File: src/rtl/clk_div_ctrl.sv
// Programmable clock-enable divider: one-cycle tick per period, a square-wave clk_out,
// graceful start/stop sequencing and ratio changes staged to period boundaries.
module clk_div_ctrl #(
    parameter int CNT_W       = 16,
    parameter int DEFAULT_DIV = 10
) (
    input  logic             clk,
    input  logic             rst,
    input  logic             cfg_valid,
    output logic             cfg_ready,
    input  logic [CNT_W-1:0] cfg_div,
    input  logic             start,
    input  logic             stop,
    output logic             tick,
    output logic             clk_out,
    output logic             running,
    output logic [7:0]       tick_count
);

    typedef enum logic [1:0] {
        IDLE     = 2'd0,
        RUN      = 2'd1,
        STOPPING = 2'd2
    } state_t;

    state_t           r_state;
    state_t           w_state_nxt;
    logic [CNT_W-1:0] r_cnt;
    logic [CNT_W-1:0] r_div;
    logic [CNT_W-1:0] r_shadow;
    logic             r_pending;
    logic [7:0]       r_tick_count;

    logic             w_running;
    logic             w_tick;
    logic             w_xfer;
    logic [CNT_W-1:0] w_cfg_eff;
    logic [CNT_W:0]   w_high_len;

    assign w_running  = (r_state != IDLE);
    assign w_tick     = w_running && (r_cnt == r_div - CNT_W'(1));
    assign w_xfer     = cfg_valid && !r_pending;
    assign w_cfg_eff  = (cfg_div < CNT_W'(2)) ? CNT_W'(2) : cfg_div;
    // One extra bit so div+1 cannot wrap at the top of the range.
    assign w_high_len = ({1'b0, r_div} + (CNT_W+1)'(1)) >> 1;

    assign tick       = w_tick;
    assign running    = w_running;
    assign clk_out    = w_running && ({1'b0, r_cnt} < w_high_len);
    assign cfg_ready  = !r_pending;
    assign tick_count = r_tick_count;

    // NOTE: every signal written here gets a default first, so no path can infer a latch.
    always_comb begin
        w_state_nxt = r_state;
        case (r_state)
            IDLE:     if (start && !stop) w_state_nxt = RUN;
            RUN:      if (stop) w_state_nxt = STOPPING;
            STOPPING: begin
                if (w_tick)               w_state_nxt = IDLE;
                else if (start && !stop)  w_state_nxt = RUN;
            end
            default:  w_state_nxt = IDLE;
        endcase
    end

    // NOTE: state is updated with non-blocking assignments so every register sees pre-edge values.
    always_ff @(posedge clk) begin
        if (rst) begin
            r_state      <= IDLE;
            r_cnt        <= '0;
            r_div        <= CNT_W'(DEFAULT_DIV);
            r_shadow     <= '0;
            r_pending    <= 1'b0;
            r_tick_count <= '0;
        end else begin
            r_state <= w_state_nxt;

            if (!w_running || w_tick) r_cnt <= '0;
            else                      r_cnt <= r_cnt + CNT_W'(1);

            if (w_tick) r_tick_count <= r_tick_count + 8'd1;

            if (w_tick && r_pending) begin
                r_div     <= r_shadow;
                r_pending <= 1'b0;
            end

            // A transfer needs !pending, so it never collides with the shadow copy above.
            if (w_xfer) begin
                if (!w_running) begin
                    r_div <= w_cfg_eff;
                end else begin
                    r_shadow  <= w_cfg_eff;
                    r_pending <= 1'b1;
                end
            end
        end
    end

endmodule

File: config.mk
export PLATFORM = sky130hd
export DESIGN_NAME = clk_div_ctrl
export DESIGN_NICKNAME = d
export VERILOG_FILES = /design/src/rtl/clk_div_ctrl.sv
export SDC_FILE = /design/constraint.sdc
export NUM_CORES = 1
export LEC_CHECK = 0
export ABC_AREA = 1
export ABC_CLOCK_PERIOD_IN_PS = 5850
export BUFFER_PORTS_ARGS = -buffer_cell sky130_fd_sc_hd__buf_2
export CELL_PAD_IN_SITES_DETAIL_PLACEMENT = 1
export CELL_PAD_IN_SITES_GLOBAL_PLACEMENT = 1
export CORE_UTILIZATION = 48
export CTS_BUF_LIST = sky130_fd_sc_hd__clkbuf_8
export DETAILED_ROUTE_END_ITERATION = 6
export PLACE_DENSITY_LB_ADDON = 0.1
export SLEW_MARGIN = 20
export SYNTH_ARGS = -nofsm -noshare
export SYNTH_HDL_FRONTEND = slang
export SYNTH_SLANG_ARGS = --single-unit
File: constraint.sdc
create_clock -name clk -period 5.85 [get_ports clk]
set_input_delay 0.585 -clock clk [delete_from_list [all_inputs] [get_ports clk]]
set_output_delay 0.585 -clock clk [all_outputs]
set_load 0.01 [all_outputs]
==> run summary, run 1 <==
Synth Area per Inst -> 6.44 um^2
peak supply drop -> 0.107 mV
Synth Area in XOR/XNOR -> 6.86%
min Tclk post-route -> 4.11 ns
main combinational cell family by area after synthesis -> simple AND/OR/NAND/NOR gates
Routed Wire Length -> 12800 um
Pre-Repair DR Iteration Count -> 4
area post-placement -> 0.00450 mm^2
number of vias per cell -> 5.53
worst-skew pair later-pin latency -> 0.36 ns
Syn Inst Count -> 671
Worst-Margin Slew -> 1.10 ns
setup_tns -> 0 ns
Worst EP arrival -> 3.52 ns
sequential share of the synthesized area -> 27.3%
Layout Nets -> 733
FF+latch count, synth -> 59
Hold Path Origin -> cfg_div[9]
Max Buffers Root-to-Sink -> 2
Area Overhead vs Synth -> 9.90%
r2r setup slk -> 3.14 ns
commonest non-fill, non-tap cell in the layout -> nand2_1
CTS tree -> done
static leakage -> 2.34 nW
H-tree Lvls -> 3
commonest non-fill, non-tap cells in the layout -> nand2_1, inv_1, nor2_1
delay-heaviest family, CP -> simple AND/OR/NAND/NOR gates
Initial DRC Count -> 194
Reg2Reg Depth -> 12
worst r2r src -> r_div[0]
delay of the slowest cell on the worst path -> 0.45 ns
CP Class -> reg2out
status -> finished, final reports clean
gr usage total -> 29.0%
depth of the worst hold-timing path -> 3
Post-Synth Adder-Cell Area -> 5.50%
CP startpoint -> r_div[0]
IO Port Bufs -> 32
Die H -> 96.9 um
worst hold path type -> in2reg
grt ovf -> 0
Critical Path Fanout Max -> 6
clock root buffer -> clkbuf_8
unrepaired setup endpoints after global routing -> false
largest net degree at the start of global routing -> 32
Antenna diodes -> 0
CP max-delay cell -> dfxtp_1
CTS resizes -> 0
Num CTS Buffers -> 9
Post-Syn Nets -> 711
synth unique cells -> 39
hold path endpoint -> r_shadow[9]
fin worst setup slack -> 1.74 ns
vias in the first global route -> 4641
# rows -> 34
global-route wire length before repair -> 22000 um
Critical Path Sink Type -> primary output
ANT nets after route -> 0
Power Density -> 248 mW/mm^2
Synth Area in Compound Gates -> 8.92%
Initial Util -> 49.5%
max cap viols -> 0
Crit Reg-Reg Endpoint -> tick_count[0]
Worst Path Buf+Inv -> 2
Simple-Gate Fraction of Synth Area -> 40.0%
Synth Cell Area -> 0.00432 mm^2
fmax -> 0.243 GHz
Die Area -> 0.00938 mm^2
Fin. Hold Viols -> 0
endpoints failing setup -> 0
core area -> 0.00872 mm^2
Tcrit/Tclk final -> 70.3%
data required time at the worst endpoint -> 5.27 ns
Post-CTS Setup Inserts -> 0
wire length per cell -> 15.9 um
num ports -> 33
HPWL after DPL -> 9770 um
Die Wd -> 96.9 um
dpl ws -> 2.15 ns
max-slew violation count -> 0
CP Cell Sequence -> ha_1 -> nand3_1 -> nor2_1 -> nand2_1 -> nor3_1 -> nand3_1 -> nor2_1 -> nand2_1 -> nor2_1 -> xor2_1 -> ha_1 -> nand2_1 -> inv_1 -> o21ai_0 -> o211ai_1 -> a211oi_1 -> buf_2
Synth warnings -> 0
layout cells sized above 1 -> 12.2%
worst rel slew slack -> 26.4%
# DRC -> 0
Hold Buf Count CTS -> 0
final non-filler cell area -> 0.00475 mm^2
CTS clk-pin slew, worst paths -> 0.07 ns
Crit path depth -> 17
initial antenna violation count -> 0
CP Launch Type -> flip-flop
GP Congestion -> 0.853
mux cell area share after synthesis -> 0%
clock skew -> 0.0124 ns
CTS sink cnt -> 59
via count -> 4456
==> worst max-delay path by stage <==
stage               endpoint  slack [ns]
global route         clk_out        1.41
global placement     clk_out        2.39
CTS                  clk_out        1.73
floorplan            clk_out        2.68
finish               clk_out        1.74
detailed placement   clk_out        2.15
==> synthesized netlist by cell type (all sizes together) <==
cell type,number,area [um^2]
a211oi,2,15.0
a21boi,1,7.51
a21oi,28,140
a221oi,1,8.76
and3,1,6.26
buf,11,88.8
clkbuf,13,51.3
clkinv,1,3.75
dfxtp,59,1180
ha,19,238
inv,93,349
nand2,161,622
nand3,54,280
nand3b,5,50.1
nand4,28,190
nor2,99,452
nor3,12,60.1
nor3b,3,22.5
nor4,4,25.0
o2111ai,1,8.76
o211ai,3,22.5
o21ai,35,175
o21bai,1,7.51
or2,3,18.8
xnor2,10,95.1
xor2,23,201
==> flip-flops by register name, summed over array words and instances, names as in the netlist <==
| name | flops |
|---|---|
| r_cnt | 16 |
| tick_count | 8 |
| r_pending | 1 |
| r_shadow | 16 |
| r_div | 16 |
| r_state | 2 |
==> area by class of cell <==
cell class	count	area [um^2]
clock buffer	10	138
clock inverter	6	113
fill	1212	3970
inverter	94	353
multi-input combinational	494	2650
sequential	59	1180
tap	108	135
timing repair buffer	35	183
==> per-layer routing <==
layer / GRT usage [%] / part of all wire [%] / vias up
met5: 0 / 0 / -
met4: 10.2 / 2.5 / 0
met3: 4.26 / 3.9 / 26
met2: 51.4 / 50 / 94
met1: 35.4 / 44 / 2133
li1: - / - / 2203
==> where the power goes <==
group | switching (mW) | internal (mW)
Clock | 0.184 | 0.295
Sequential | 0.0338 | 0.422
Combinational | 0.161 | 0.0820
==> tightest hold or removal path, delay by kind of cell <==
family	cells	cell delay (ns)
AND/OR/NAND/NOR	2	0.13
buffers and inverters	1	0.10
==> cell families after synthesis <==
group	count (synthesis)
flops	59
buf+inv	118
compound gates	72
simple gates	370
fa+ha+maj	19
xor+xnor	33
==> through the flow <==
stage	util, %	power [mW]	instances	hold WS, ns
floorplan	-	0.642	671	0.453
global placement	51.6	0.691	790	0.476
detailed placement	51.6	0.702	790	0.494
CTS	54.4	1.19	806	0.491
global route	54.4	1.24	806	0.498
finish	54.4	1.18	806	0.498
(Power assumes the default switching activity.)
==> inputs of run 2 (changes only) <==
--- a/config.mk
+++ b/config.mk
@@ -5,12 +5,12 @@
 export SDC_FILE = /design/constraint.sdc
 export NUM_CORES = 1
 export LEC_CHECK = 0
-export ABC_AREA = 1
-export ABC_CLOCK_PERIOD_IN_PS = 5850
+export ABC_AREA = 0
+export ABC_CLOCK_PERIOD_IN_PS = 4100
 export BUFFER_PORTS_ARGS = -buffer_cell sky130_fd_sc_hd__buf_2
 export CELL_PAD_IN_SITES_DETAIL_PLACEMENT = 1
 export CELL_PAD_IN_SITES_GLOBAL_PLACEMENT = 1
-export CORE_UTILIZATION = 48
+export CORE_UTILIZATION = 47
 export CTS_BUF_LIST = sky130_fd_sc_hd__clkbuf_8
 export DETAILED_ROUTE_END_ITERATION = 6
 export PLACE_DENSITY_LB_ADDON = 0.1
==> constraint.sdc (replaced) <==
create_clock -name clk -period 4.1 [get_ports clk]
set_input_delay 0.41 -clock clk [delete_from_list [all_inputs] [get_ports clk]]
set_output_delay 0.41 -clock clk [all_outputs]
set_load 0.01 [all_outputs]
==> run summary, run 2 <==
Async S/R FF share, synth -> 0%
clock root buffer -> clkbuf_8
vias in the first global route -> 3514
Power, Total -> 1.33 mW
IO Port Bufs -> 32
Worst EP arrival -> 3.34 ns
Synth Area per Inst -> 8.04 um^2
data required time at the worst endpoint -> 3.69 ns
dpl ws -> 0.577 ns
Reg2Reg Depth -> 8
CTS resizes -> 0
Layout Nets -> 531
Pre-Repair DR Iteration Count -> 4
worst rel slew slack -> 33.9%
met2 WL -> 4780 um
hold slack -> 0.241 ns
synth unique cells -> 52
unrepaired setup endpoints after global routing -> false
GP Congestion -> 0.848
Yosys top cell by area -> dfxtp_1
Tcrit/Tclk final -> 91.6%
commonest non-fill, non-tap cell in the layout -> nor2_1
Power Density -> 321 mW/mm^2
max cap viols -> 0
initial antenna violation count -> 0
global-route wire length before repair -> 17200 um
clock skew -> 0.0135 ns
Critical Path Sink Type -> primary output
met1 wire length -> 4690 um
commonest non-fill, non-tap cells in the layout -> nor2_1, dfxtp_1, nand2_1
Fin. Hold Viols -> 0
CP Class -> reg2out
CP startpoint -> r_div[0]
CTS tree -> done
status -> finished, final reports clean
max-slew violation count -> 0
Max Buffers Root-to-Sink -> 2
Post-Syn Nets -> 516
FF+latch count, synth -> 59
fin util -> 53.2%
Area Overhead vs Synth -> 8.60%
endpoints failing setup -> 0
Die Wd -> 92.2 um
CTS clk-pin slew, worst paths -> 0.08 ns
Hold Buf Count CTS -> 0
Num CTS Buffers -> 9
Die Area -> 0.00850 mm^2
Hold Path Origin -> stop
peak supply drop -> 0.256 mV
Post-synth EDFFs -> 0
core area -> 0.00781 mm^2
fmax -> 0.266 GHz
wire length per cell -> 16.8 um
H-tree Lvls -> 3
met3 WL -> 282 um
Antenna diodes -> 0
commonest cells in the netlist -> nor2_1, dfxtp_1, nand2_1, a21oi_1, xor2_1
Syn Inst Count -> 476
Crit Reg-Reg Endpoint -> tick_count[6]
Initial Util -> 49.0%
Worst-Margin Slew -> 0.989 ns
depth of the worst hold-timing path -> 2
Largest regs -> r_cnt x16, r_div x16, r_shadow x16
number of vias per cell -> 5.82
worst hold path type -> in2reg
num ports -> 33
most common cell in the netlist -> nor2_1
r2r setup slk -> 0.43 ns
CTS sink cnt -> 59
hold path endpoint -> r_state[0]
# DRC -> 0
HPWL after DPL -> 7430 um
top layer in use -> met4
CP Launch Type -> flip-flop
Post-CTS Setup Inserts -> 0
post-synth top area share -> 30.9%
Initial DRC Count -> 84
via count -> 3482
worst-skew pair later-pin latency -> 0.35 ns
sequential share of the synthesized area -> 30.9%
min Tclk post-route -> 3.75 ns
static leakage -> 1.58 nW
grt ovf -> 0
Die H -> 92.2 um
layout cells sized above 1 -> 12.7%
fin worst setup slack -> 0.346 ns
gr usage total -> 25.6%
Primary FF master, synth -> dfxtp_1
Area contributors post-synth -> dfxtp_1, ha_1, nor2_1
# rows -> 32
Synth Cell Area -> 0.00382 mm^2
setup_tns -> 0 ns
Critical Path Fanout Max -> 11
largest net degree at the start of global routing -> 55
ANT nets after route -> 0
Routed Wire Length -> 10000 um
Synth warnings -> 0
worst r2r src -> r_div[5]
[run 2: changes by cell type after synthesis, sizes merged, moves of 9 or more]
cell	delta
nor2	-37
nand2	-114
nand4	-17
inv	-81
mux2i	+16
xnor2	+12
o21ai	-28
a211oi	+15
nor4	+9
and3	+10
nand3	-33
[run 2: through the flow]
step | area [um^2] | cells
6_report | 4150 | 598
5_1_grt | 4150 | 598
4_1_cts | 4150 | 598
3_5_place_dp | 3980 | 582
3_3_place_gp | 3980 | 582
2_1_floorplan | 3820 | 476
[run 2: how the worst max path moves through the flow]
| stage | endpoint |
|---|---|
| after floorplan | r_div[10] |
| after global placement | tick_count[7] |
| after detailed placement | tick_count[6] |
| after CTS | clk_out |
| after global routing | clk_out |
| final | clk_out |
[run 2: routing by layer]
layer	GRT usage [%]	vias up
li1	-	1710
met1	31.8	1700
met2	42.8	52
met3	5.89	20
met4	10.0	0
met5	0	-
[run 2: area by class of cell]
class                      count  area, um^2
clock buffer                   9         124
multi-input combinational    374        2440
timing repair buffer          35         183
inverter                      12        45.0
fill                         989        3650
clock inverter                 7        52.6
sequential                    59        1180
tap                          102         128
[run 2: worst max-delay path, stage by stage (launching register included)]
cell      delay (ns)
dfxtp_1         0.56
ha_1            0.25
nand3_1         0.13
nor2_1          0.20
and3_1          0.24
nand3_1         0.11
xnor2_1         0.16
ha_1            0.29
a21o_1          0.16
a21o_1          0.17
a221oi_1        0.24
nor2_1          0.08
nor4_1          0.21
buf_2           0.17
[run 2: report_power, final]
part           leakage, nW  switching, mW  internal [mW]
Clock               0.0900          0.270          0.223
Sequential           0.480         0.0470          0.594
Combinational         1.01          0.117         0.0823
Total                 1.58          0.434          0.900
[run 2: cells by family (layout without fill, tap and decap cells)]
group                      count (synthesis)  count (layout)  share of synthesized area, %
xor gates and xnor gates                  46              46                          10.5
DFF                                       59              59                          30.9
muxes                                     22              22                          5.95
buffers and inverters                     43              63                          5.30
and+or+nand+nor                          215             215                          28.6
adders and majority gates                 19              19                          6.22
AOI/OAI and AO/OA                         72              72                          12.6
